===== config.mk =====
export PLATFORM = sky130hd
export DESIGN_NAME = lsu_misalign_seq_flat
export DESIGN_NICKNAME = d
export VERILOG_FILES = /design/src/rtl/lsu_misalign_seq_pkg.sv /design/src/rtl/lsu_misalign_seq_if.sv /design/src/rtl/lsu_misalign_seq_align_check.sv /design/src/rtl/lsu_misalign_seq.sv /design/src/flat_wrapper.sv
export SDC_FILE = /design/constraint.sdc
export NUM_CORES = 1
export LEC_CHECK = 0
export CAP_MARGIN = 25
export CORE_MARGIN = 2
export CORE_UTILIZATION = 43
export CTS_CLUSTER_DIAMETER = 150
export DETAILED_ROUTE_END_ITERATION = 10
export PLACE_DENSITY = 0.79
export SLEW_MARGIN = 40
export SYNTH_ARGS = -nofsm -noshare
export SYNTH_HDL_FRONTEND = slang
export SYNTH_SLANG_ARGS = --single-unit

===== constraint.sdc =====
create_clock -name clk -period 7.2 [get_ports clk]
set_input_delay 1.44 -clock clk [delete_from_list [all_inputs] [get_ports clk]]
set_output_delay 1.44 -clock clk [all_outputs]
set_load 0.01 [all_outputs]

===== src/rtl/lsu_misalign_seq_pkg.sv =====
// Shared definitions for the load/store misalignment sequencer:
// funct3 encodings, FSM state type, access-size decode and default memory size.
package lsu_pkg;

    localparam int unsigned DEFAULT_MEM_SIZE = 4096;

    localparam logic [2:0] F3_B  = 3'b000;
    localparam logic [2:0] F3_H  = 3'b001;
    localparam logic [2:0] F3_W  = 3'b010;
    localparam logic [2:0] F3_BU = 3'b100;
    localparam logic [2:0] F3_HU = 3'b101;

    typedef enum logic {
        IDLE  = 1'b0,
        SPLIT = 1'b1
    } lsu_state_e;

    // Access size in bytes; 0 marks a funct3 that is illegal for this direction.
    function automatic logic [2:0] lsu_size(input logic [2:0] funct3, input logic we);
        logic [2:0] sz;
        case (funct3)
            F3_B:    sz = 3'd1;
            F3_H:    sz = 3'd2;
            F3_W:    sz = 3'd4;
            F3_BU:   sz = we ? 3'd0 : 3'd1;
            F3_HU:   sz = we ? 3'd0 : 3'd2;
            default: sz = 3'd0;
        endcase
        return sz;
    endfunction

endpackage


===== src/rtl/lsu_misalign_seq_if.sv =====
// Request/response and data-memory bus of the load/store sequencer.
// slave: the sequencer itself; master: execute stage plus data memory side.
interface lsu_misalign_seq_if;

    logic        req_valid;
    logic        req_we;
    logic [2:0]  req_funct3;
    logic [31:0] req_addr;
    logic [31:0] req_wdata;
    logic        stall;
    logic        rsp_valid;
    logic [31:0] rsp_rdata;
    logic        fault;
    logic        mem_read;
    logic        mem_write;
    logic [2:0]  mem_funct3;
    logic [31:0] mem_addr;
    logic [31:0] mem_wdata;
    logic [31:0] mem_rdata;

    modport slave (
        input  req_valid, req_we, req_funct3, req_addr, req_wdata, mem_rdata,
        output stall, rsp_valid, rsp_rdata, fault,
               mem_read, mem_write, mem_funct3, mem_addr, mem_wdata
    );

    modport master (
        output req_valid, req_we, req_funct3, req_addr, req_wdata, mem_rdata,
        input  stall, rsp_valid, rsp_rdata, fault,
               mem_read, mem_write, mem_funct3, mem_addr, mem_wdata
    );

endinterface


===== src/rtl/lsu_misalign_seq_align_check.sv =====
// Combinational access classification: size, misalignment and fault.
module lsu_align_check
    import lsu_pkg::*;
#(
    parameter int unsigned MEM_SIZE = DEFAULT_MEM_SIZE,
    parameter bit          SPLIT_EN = 1'b1
) (
    input  logic [2:0]  funct3,
    input  logic [31:0] addr,
    input  logic        we,
    output logic [2:0]  size,
    output logic        misaligned,
    output logic        fault
);

    logic [32:0] last_byte;

    // Decode size, check alignment and bound the last touched byte without wrap.
    always_comb begin
        size       = lsu_size(funct3, we);
        misaligned = ((size == 3'd2) && addr[0]) ||
                     ((size == 3'd4) && (addr[1:0] != 2'b00));
        last_byte  = {1'b0, addr} + {30'b0, size} - 33'd1;
        fault      = (size == 3'd0) ||
                     (last_byte >= 33'(MEM_SIZE)) ||
                     (misaligned && !SPLIT_EN);
    end

endmodule


===== src/rtl/lsu_misalign_seq.sv =====
// Load/store sequencer in front of the byte-addressed data memory.
// Aligned accesses pass straight through; misaligned halfword/word accesses
// are replayed as byte accesses while the core is stalled.
module lsu_misalign_seq
    import lsu_pkg::*;
#(
    parameter int unsigned MEM_SIZE = DEFAULT_MEM_SIZE,
    parameter bit          SPLIT_EN = 1'b1
) (
    input  logic               clk,
    input  logic               rst_n,
    lsu_misalign_seq_if.slave  bus
);

    lsu_state_e  state;
    logic [1:0]  byte_idx;
    logic [23:0] lbuf;

    logic [2:0]  size;
    logic        misaligned;
    logic        chk_fault;
    logic        last;
    logic [7:0]  wbyte;
    logic [31:0] split_word;

    lsu_align_check #(
        .MEM_SIZE (MEM_SIZE),
        .SPLIT_EN (SPLIT_EN)
    ) u_align_check (
        .funct3     (bus.req_funct3),
        .addr       (bus.req_addr),
        .we         (bus.req_we),
        .size       (size),
        .misaligned (misaligned),
        .fault      (chk_fault)
    );

    // Current store byte, last-byte detection and assembled split-load result.
    always_comb begin
        last = ({1'b0, byte_idx} == (size - 3'd1));
        case (byte_idx)
            2'd0:    wbyte = bus.req_wdata[7:0];
            2'd1:    wbyte = bus.req_wdata[15:8];
            2'd2:    wbyte = bus.req_wdata[23:16];
            default: wbyte = bus.req_wdata[31:24];
        endcase
        if (size == 3'd2) begin
            if (bus.req_funct3 == F3_H)
                split_word = {{16{bus.mem_rdata[7]}}, bus.mem_rdata[7:0], lbuf[7:0]};
            else
                split_word = {16'b0, bus.mem_rdata[7:0], lbuf[7:0]};
        end else begin
            split_word = {bus.mem_rdata[7:0], lbuf};
        end
    end

    // Memory strobes and response; everything held at 0 while in reset.
    always_comb begin
        bus.stall      = 1'b0;
        bus.rsp_valid  = 1'b0;
        bus.rsp_rdata  = '0;
        bus.fault      = 1'b0;
        bus.mem_read   = 1'b0;
        bus.mem_write  = 1'b0;
        bus.mem_funct3 = '0;
        bus.mem_addr   = '0;
        bus.mem_wdata  = '0;
        if (rst_n && bus.req_valid) begin
            if (state == IDLE && chk_fault) begin
                bus.fault     = 1'b1;
                bus.rsp_valid = 1'b1;
            end else if (state == IDLE && !misaligned) begin
                bus.mem_read   = !bus.req_we;
                bus.mem_write  = bus.req_we;
                bus.mem_funct3 = bus.req_funct3;
                bus.mem_addr   = bus.req_addr;
                bus.mem_wdata  = bus.req_wdata;
                bus.rsp_valid  = 1'b1;
                bus.rsp_rdata  = bus.req_we ? '0 : bus.mem_rdata;
            end else begin
                // byte_idx is 0 in IDLE, so the first split byte shares this path
                bus.mem_read   = !bus.req_we;
                bus.mem_write  = bus.req_we;
                bus.mem_funct3 = bus.req_we ? F3_B : F3_BU;
                bus.mem_addr   = bus.req_addr + {30'b0, byte_idx};
                bus.mem_wdata  = {24'b0, wbyte};
                if (state == SPLIT && last) begin
                    bus.rsp_valid = 1'b1;
                    bus.rsp_rdata = bus.req_we ? '0 : split_word;
                end else begin
                    bus.stall = 1'b1;
                end
            end
        end
    end

    // Split sequencing: collect load bytes and step through the byte index.
    always_ff @(posedge clk or negedge rst_n) begin
        if (!rst_n) begin
            state    <= IDLE;
            byte_idx <= '0;
            lbuf     <= '0;
        end else begin
            case (state)
                IDLE: begin
                    if (bus.req_valid && !chk_fault && misaligned) begin
                        lbuf[7:0] <= bus.mem_rdata[7:0];
                        byte_idx  <= 2'd1;
                        state     <= SPLIT;
                    end
                end
                SPLIT: begin
                    if (!bus.req_valid || last) begin
                        byte_idx <= '0;
                        state    <= IDLE;
                    end else begin
                        case (byte_idx)
                            2'd1:    lbuf[15:8]  <= bus.mem_rdata[7:0];
                            2'd2:    lbuf[23:16] <= bus.mem_rdata[7:0];
                            default: ;
                        endcase
                        byte_idx <= byte_idx + 2'd1;
                    end
                end
                default: state <= IDLE;
            endcase
        end
    end

endmodule


===== src/flat_wrapper.sv =====
// flat-port wrapper written by rule: the top's interface ports become plain ports
module lsu_misalign_seq_flat import lsu_pkg::*;
#(
    parameter int unsigned MEM_SIZE = DEFAULT_MEM_SIZE,
    parameter bit          SPLIT_EN = 1'b1
)
  (clk, rst_n, bus_req_valid, bus_req_we, bus_req_funct3, bus_req_addr, bus_req_wdata, bus_mem_rdata, bus_stall, bus_rsp_valid, bus_rsp_rdata, bus_fault, bus_mem_read, bus_mem_write, bus_mem_funct3, bus_mem_addr, bus_mem_wdata);
  lsu_misalign_seq_if bus_i ();
  input  logic clk;
  input  logic rst_n;
  input wire logic [$bits(bus_i.req_valid)-1:0] bus_req_valid;
  input wire logic [$bits(bus_i.req_we)-1:0] bus_req_we;
  input wire logic [$bits(bus_i.req_funct3)-1:0] bus_req_funct3;
  input wire logic [$bits(bus_i.req_addr)-1:0] bus_req_addr;
  input wire logic [$bits(bus_i.req_wdata)-1:0] bus_req_wdata;
  input wire logic [$bits(bus_i.mem_rdata)-1:0] bus_mem_rdata;
  output wire logic [$bits(bus_i.stall)-1:0] bus_stall;
  output wire logic [$bits(bus_i.rsp_valid)-1:0] bus_rsp_valid;
  output wire logic [$bits(bus_i.rsp_rdata)-1:0] bus_rsp_rdata;
  output wire logic [$bits(bus_i.fault)-1:0] bus_fault;
  output wire logic [$bits(bus_i.mem_read)-1:0] bus_mem_read;
  output wire logic [$bits(bus_i.mem_write)-1:0] bus_mem_write;
  output wire logic [$bits(bus_i.mem_funct3)-1:0] bus_mem_funct3;
  output wire logic [$bits(bus_i.mem_addr)-1:0] bus_mem_addr;
  output wire logic [$bits(bus_i.mem_wdata)-1:0] bus_mem_wdata;
  assign bus_i.req_valid = bus_req_valid;
  assign bus_i.req_we = bus_req_we;
  assign bus_i.req_funct3 = bus_req_funct3;
  assign bus_i.req_addr = bus_req_addr;
  assign bus_i.req_wdata = bus_req_wdata;
  assign bus_i.mem_rdata = bus_mem_rdata;
  assign bus_stall = bus_i.stall;
  assign bus_rsp_valid = bus_i.rsp_valid;
  assign bus_rsp_rdata = bus_i.rsp_rdata;
  assign bus_fault = bus_i.fault;
  assign bus_mem_read = bus_i.mem_read;
  assign bus_mem_write = bus_i.mem_write;
  assign bus_mem_funct3 = bus_i.mem_funct3;
  assign bus_mem_addr = bus_i.mem_addr;
  assign bus_mem_wdata = bus_i.mem_wdata;
  lsu_misalign_seq #(.MEM_SIZE(MEM_SIZE), .SPLIT_EN(SPLIT_EN)) u_core (.clk(clk), .rst_n(rst_n), .bus(bus_i));
endmodule

==> impl_results.md, run 1 <==
* Power Dens Cells at ~78 nW/um2
* Port bufs at ~210
* Via count at ~7700
* Slew Limit Fails at 0
* Post-DRT Antenna Nets at 0
* Drt pass-1 iters at 7
* Fin crit share at 102.6%
* Seq pwr share at between 10% and 20%
* Clock Power Share at roughly 16%
* Placed insts at 1334
* # hold bufs at CTS at 0
* Sw frac at 38.50%
* Initial antenna violation count at 0
* First-pass GRT wire length at 35290 um
* Reg2Reg Setup Slack at ~5.2 ns
* Layout net count at around 1400
* Leakage at about 4.7 nW
* Crit path arrival time at 5.95 ns
* GPL Wtd Cong at 0.9370
* Peak supply drop at about 0.000070 V
* Vias in the first global route at between 7000 and 8000
* Setup CP Type: in2out
* CTS tree: built
* CP Launch Type: input pin
* Clock root buffer: clkbuf_16
* IO Count at 207
* Crit path max fanout at 6
* Clk sinks at 27
* Worst-Skew Late Latency at about 0.26 ns
* Post-route non-filler standard cell count at approximately 1400
* Critical R2R Capture: u_core.lbuf[23]
* TritonCTS Buffers at 3
* Leading cell type in the layout, fill and taps excluded: buf_4
* Crit path required time at between 5 and 6 ns
* Post-route cell area at just over 10000 um2
* WL/cell at roughly 17 um
* Total power draw at between 0.7 and 0.8 mW
* Register area share after synthesis at around 11%
* Largest net degree at the start of global routing at 40
* Area growth syn-to-layout at 69.44%
* Die Area at approximately 15000 um2
* Endpoints failing setup at a little over 100
* FFs w/ async S/R, synth at 100.0%
* Pint at 0.4829 mW
* Failing checks: negative setup slack
* Worst r2r path cells at 5
* Final hold slack at between 0.5 and 0.6 ns
* Initial core utilization at a little over two fifths
* Setup crit end: bus_rsp_rdata[20]
* NetSw at around 0.3 mW
* Synth cell types at 79
* Placed cell areas at approximately 9400 um2
* Via/cell ratio at 5.656
* Minimum clock period at 7.385 ns
* Post-DP HPWL at 17160 um
* Worst Tran Pin Value at 0.7711 ns
* Max_cap viols at 0
* Max H-tree Level at 1
* Comb power frac at ~65%
* Height of the chip at roughly 120 um
* Reg clk slew, reported paths at roughly 0.06 ns
* Most frequent cells in the layout: buf_4 (169), clkdlybuf4s50_1 (98), nand2_1 (93)
* Worst setup margin at -0.1854 ns
* Yosys warnings at 0
* Final WL at ~24000 um
* Fin. Hold Viols at 0
* Worst setup path start: bus_req_funct3[1]
* Antenna cells at 0
* Net Count, Synth at 1009
* Max Freq at ~0.14 GHz
* Number of DRC markers in iteration 0 at 638
* CP Capture Type: output pin
* Ys flop type: dfrtp_1
* Share of layout cells above drive strength 1 at 39.08%
* Clock Skew at about 0.0014 ns
* Netlist Area Pre-Place at roughly 6000 um2
* Die X-Extent at 121.9 um
* GRT Overall Usage at a little under 30%
* RSZ-0062 raised after global routing: yes
* Number of remaining DRC errors at 0
* Seq cells post-synth at 27
* Status: finished with violations
* Relative max-transition margin at 48.59%
* Worst Hold Class: reg2reg
* Syn_area_per_cell at a little over 7 um2
* Mapped Cells at between 800 and 900
* Post-synth EDFFs at 0
* Grt ovf at 0
* Site Rows at between 40 and 50
* R2R Path Start: u_core.byte_idx[1]
* Clock Tree Buf Depth at 2
* Core area at 13720 um2
## synthesized netlist by cell type (all sizes together), types with 3 or more instances
cell	count	area (um2)
buf	19	115.1
inv	52	195.2
or2	3	18.77
dfrtp	27	675.7
a21oi	68	362.9
o21a	8	60.06
and4	3	26.28
o31ai	4	30.03
xor2	6	52.55
nand4	18	112.6
a211oi	28	237.7
o21ai	41	212.7
or4	6	48.80
nand2b	7	43.79
o21bai	3	22.52
a21o	6	45.04
mux2i	6	60.06
ha	71	888.4
nor4	6	52.55
or4b	3	33.78
or3b	3	26.28
o211ai	8	60.06
and3	7	43.79
nor2	91	341.6
a22oi	12	90.09
a31oi	4	25.02
clkbuf	30	112.6
nor3	28	140.1
nand3	17	90.09
nor3b	3	22.52
a2111oi	3	38.79
a222oi	8	80.08
a21boi	3	22.52
nor2b	4	25.02
xnor2	42	367.9
and2	32	200.2
nand2	94	352.8
or3	4	30.03
mux2	25	311.5
## layer usage
metal,wire (um),global-route usage [%],up-vias,share of wire (%)
li1,-,-,3713,-
met5,0,0,-,0
met1,9689,35.68,3605,41
met2,11800,52.34,361,50
met4,824,10.78,0,3.5
met3,1498,3.090,70,6.3
## layout make-up
class	instances	area (um2)
clock buffer	4	78.83
timing repair buffer	402	3501
sequential	27	675.6
multi-input combinational	705	5449
inverter	52	197.7
fill	1072	3592
tap	180	225.2
## worst max-delay path, cell delays in order
cell,delay (ns)
buf_6,0.09
buf_6,0.11
a21oi_4,0.11
nand2_2,0.09
ha_4,0.26
inv_1,0.05
ha_4,0.16
buf_4,0.12
buf_4,0.13
a211oi_4,0.32
o211ai_1,0.21
a211oi_4,0.42
nor2_1,0.12
mux2_4,0.28
or4_4,0.53
or3_4,0.39
o31a_4,0.43
buf_8,0.17
buf_8,0.14
a211oi_2,0.19
buf_2,0.16
## power groups by stage
stage,clock [mW],combinational (mW),sequential (mW)
6_report,0.124,0.509,0.152
5_1_grt,0.131,0.551,0.152
4_1_cts,0.125,0.491,0.152
3_5_place_dp,0,0.469,0.155
3_3_place_gp,0,0.465,0.155
2_1_floorplan,0,0.241,0.155
## flip-flops by register name, summed over array words and instances (netlist names)
signal	flops
u_core.byte_idx	2
u_core.state	1
u_core.lbuf	24
## worst min-delay path by stage
stage	slack [ns]	from	to	cells after the start
6_report	0.50	u_core.lbuf[17]	u_core.lbuf[17]	1
5_1_grt	0.53	u_core.lbuf[17]	u_core.lbuf[17]	1
4_1_cts	0.50	u_core.lbuf[17]	u_core.lbuf[17]	1
3_5_place_dp	0.49	u_core.lbuf[17]	u_core.lbuf[17]	1
3_3_place_gp	0.48	u_core.lbuf[18]	u_core.lbuf[18]	1
2_1_floorplan	0.47	u_core.lbuf[16]	u_core.lbuf[16]	1
## cells by family (layout without fill, tap and decap cells)
| logic type | Yosys count | after routing | share of synthesized area (%) |
|---|---|---|---|
| compound gates | 221 | 221 | 25.43 |
| xor+xnor | 48 | 48 | 7.034 |
| fa+ha+maj | 73 | 73 | 15.53 |
| buf+inv | 101 | 458 | 7.076 |
| flops | 27 | 27 | 11.30 |
| mux | 31 | 31 | 6.217 |
| simple gates | 332 | 332 | 27.40 |
## per-stage QoR
stage / worst slack [ns] / utilization (%) / TNS [ns]
after floorplan: -0.003962 / - / -0.05758
after global placement: -1.140 / 68.73 / -89.40
after detailed placement: -1.173 / 68.73 / -94.51
after CTS: -0.08181 / 71.22 / -0.5979
after global routing: -0.3497 / 73.82 / -25.62
final: -0.1854 / 73.82 / -8.029
## what timing repair did
action | 4_1_cts | 5_1_grt
pin swaps | 22 | 51
gates resized for setup | 403 | 194
hold endpoints to repair | 0 | 0
setup endpoints to repair | 104 | 104
buffers inserted | 15 | 11
gates cloned | 8 | 2
Power figures use the tool's default switching activity.
==> inputs of run 2 (changes only) <==
CORE_UTILIZATION = 50   (was 43)
PLACE_DENSITY = 0.86   (was 0.79)
clock period = 9.3 ns   (was 7.2 ns; I/O delays follow)
==> run 2 against run 1 <==
Compared with the run above: the run now ends clean; first-iteration DRC count down 15%; sequential share of layout area up 1.4 points; core utilization down 1.8 points; combinational power down 41%; critical path depth unchanged; critical endpoint is now bus_mem_funct3[0]; register-to-register slack better by 2.1 ns; largest cell class unchanged.
==> impl_results.md, run 2 (synthesized netlist as in run 1, its figures left out) <==
* Largest net degree at the start of global routing at 77 (was 40)
* Number of DRC markers in iteration 0 at 543 (was 638)
* Setup tns final at 0 ns (was -8.029 ns)
* Worst Hold Launch: u_core.lbuf[13] (was u_core.lbuf[17])
* Clk sinks at 27 (unchanged)
* Area growth syn-to-layout at 39.40% (was 69.44%)
* Worst Tran Pin Value at 0.7832 ns (was 0.7711 ns)
* Critical R2R Capture: u_core.lbuf[16] (was u_core.lbuf[23])
* Site Rows at 39 (was 43)
* Crit path max fanout at 26 (was 6)
* Worst Hold Class: reg2reg (unchanged)
* WL/cell at 18.08 um (was 17.38 um)
* GRT Overall Usage at 29.15% (was 29.10%)
* Setup CP Type: in2out (unchanged)
* Fillers at 952 (was 1072)
* CP Launch Type: input pin (unchanged)
* Leading cell type in the layout, fill and taps excluded: clkdlybuf4s50_1 (was buf_4)
* Worst-Skew Late Latency at 0.26 ns (about the same)
* Initial antenna violation count at 0 (unchanged)
* IO Count at 207 (unchanged)
* Max_cap viols at 0 (unchanged)
* Post-DRT Antenna Nets at 0 (unchanged)
* Hold path depth at 1 (unchanged)
* Crit path arrival time at 7.25 ns (was 5.95 ns)
* Clock root buffer: clkbuf_16 (unchanged)
* Reg2Reg Setup Slack at 7.34 ns (was 5.23 ns)
* Minimum clock period at about 9.1 ns
* Post-CTS setup buffers at 0 (was 15)
* Fin crit share at roughly 100%
* Final WL at 20760 um (was 23810 um)
* Clock Tree Buf Depth at 2 (unchanged)
* Hold Path End: u_core.lbuf[13] (was u_core.lbuf[17])
* Height of the chip at 113.3 um (was 121.9 um)
* Fin. Hold Viols at 0 (unchanged)
* Max H-tree Level at 1 (unchanged)
* Die Area at 12840 um2 (was 14860 um2)
* Relative max-transition margin at 47.79% (was 48.59%)
* Slew Limit Fails at 0 (unchanged)
* Die X-Extent at 113.3 um (was 121.9 um)
* Max reg flops at 24 (unchanged)
* Share of layout cells above drive strength 1 at 7.264% (was 39.08%)
* Clock Skew at 0.005055 ns (was 0.001365 ns)
* GPL Wtd Cong at 0.9546 (was 0.9370)
* CTS tree: built (unchanged)
* Via count at 6915 (was 7749)
* Max Freq at roughly 0.11 GHz
* Number of remaining DRC errors at 0 (unchanged)
* Endpoints failing setup at 0 (was 101)
* Status: completed (was finished with violations)
* Grt ovf at 0 (unchanged)
* Antenna cells at 0 (unchanged)
* Drt pass-1 iters at 6 (was 7)
* Port bufs at 206 (unchanged)
* # hold bufs at CTS at 0 (unchanged)
* Peak supply drop at 0.00006011 V (was 0.00007015 V)
* Most frequent cells in the layout: clkdlybuf4s50_1 (178), nand2_1 (94), nor2_1 (91) (was buf_4 (169), clkdlybuf4s50_1 (98), nand2_1 (93))
* R2R Path Start: u_core.byte_idx[0] (was u_core.byte_idx[1])
* First-pass GRT wire length at 30910 um (was 35290 um)
* Worst setup margin at 0.1917 ns (was -0.1854 ns)
* Leakage at 3.884 nW (was 4.715 nW)
* CP Capture Type: output pin (unchanged)
* Biggest regs: u_core.lbuf (24), u_core.byte_idx (2), u_core.state (1) (unchanged)
* Power Dens Cells at 62.40 nW/um2 (was 77.54 nW/um2)
* Via/cell ratio at 6.024 (was 5.656)
* TritonCTS Buffers at 3 (unchanged)
* Vias in the first global route at 6211 (was 7259)
* Layout net count at 1182 (was 1367)
* Core area at 11560 um2 (was 13720 um2)
* Crit path required time at 7.44 ns (was 5.76 ns)
* Reg clk slew, reported paths at 0.07 ns (was 0.06 ns)
* Post-DP HPWL at 15690 um (was 17160 um)
* Biggest register: u_core.lbuf (unchanged)
* Pre-CTS setup slack at 0.03210 ns (was -1.173 ns)
* Initial core utilization at 51.68% (was 43.57%)
* Worst r2r path cells at 5 (unchanged)
[run 2: worst max-delay path by stage]
stage / startpoint / end / depth (start not counted)
global route: bus_req_funct3[0] / bus_mem_wdata[9] / 21
floorplan: bus_req_we / bus_mem_addr[9] / 20
detailed placement: bus_req_funct3[1] / bus_rsp_rdata[18] / 16
CTS: bus_req_funct3[1] / bus_rsp_rdata[18] / 16
global placement: bus_req_funct3[1] / bus_rsp_rdata[24] / 16
finish: bus_req_we / bus_mem_funct3[0] / 21
[run 2: per-layer routing]
metal	vias up	GRT usage [%]	wire (um)
li1	3335	-	-
met1	3207	36.54	8323
met2	329	52.89	10390
met3	44	2.732	1446
met4	0	8.699	596
met5	-	0	0
[run 2: area by class of cell]
| class | count | area, um2 | area share (%) |
|---|---|---|---|
| Multi-Input combinational cell | 705 | 4942 | 59.32 |
| Timing Repair Buffer | 217 | 2257 | 27.09 |
| Sequential cell | 27 | 675.6 | 8.109 |
| Inverter | 52 | 195.2 | 2.343 |
| Clock inverter | 1 | 7.507 | 0.09010 |
| Tap cell | 143 | 178.9 | 2.147 |
| Clock buffer | 3 | 75.07 | 0.9010 |
[run 2: critical path, stage by stage]
cell,delay [ns]
clkdlybuf4s50_1,0.46
a21oi_2,0.19
nand2_1,0.12
ha_1,0.28
inv_1,0.06
ha_1,0.23
inv_1,0.08
fa_1,0.41
nand2b_1,0.20
a211oi_2,0.23
buf_4,0.16
o21ai_1,0.15
a211oi_2,0.30
o21ai_1,0.10
and2_0,0.15
or4_1,0.48
or4b_4,0.56
nor4_4,0.34
buf_12,0.19
and2_1,0.14
clkdlybuf4s50_1,0.55
[run 2: what timing repair did]
action | 4_1_cts | 5_1_grt
gates resized for setup | 1 | 36
pin swaps | 0 | 1
endpoints found under the hold margin | 0 | 0
cloned | 0 | 1
setup endpoints to repair | 1 | 102
[run 2: metrics by stage]
stage	hold slack (ns)	cells	instance area, um2	power, mW	utilization [%]
6_report	0.5100	1148	8332	0.5199	72.04
2_1_floorplan	0.4740	833	5977	0.3035	-
5_1_grt	0.5237	1148	8332	0.5515	72.04
3_5_place_dp	0.4916	1143	8103	0.4092	70.06
4_1_cts	0.5059	1147	8190	0.5083	70.82
3_3_place_gp	0.4833	1143	8103	0.4055	70.06
[run 2: power by group]
part	total [mW]	internal, mW	leakage [nW]	switching (mW)
registers	0.117	0.117	0.372	0.000000288
logic	0.302	0.132	3.48	0.170
clock network	0.101	0.0585	0.0371	0.0421
total	0.520	0.308	3.88	0.212
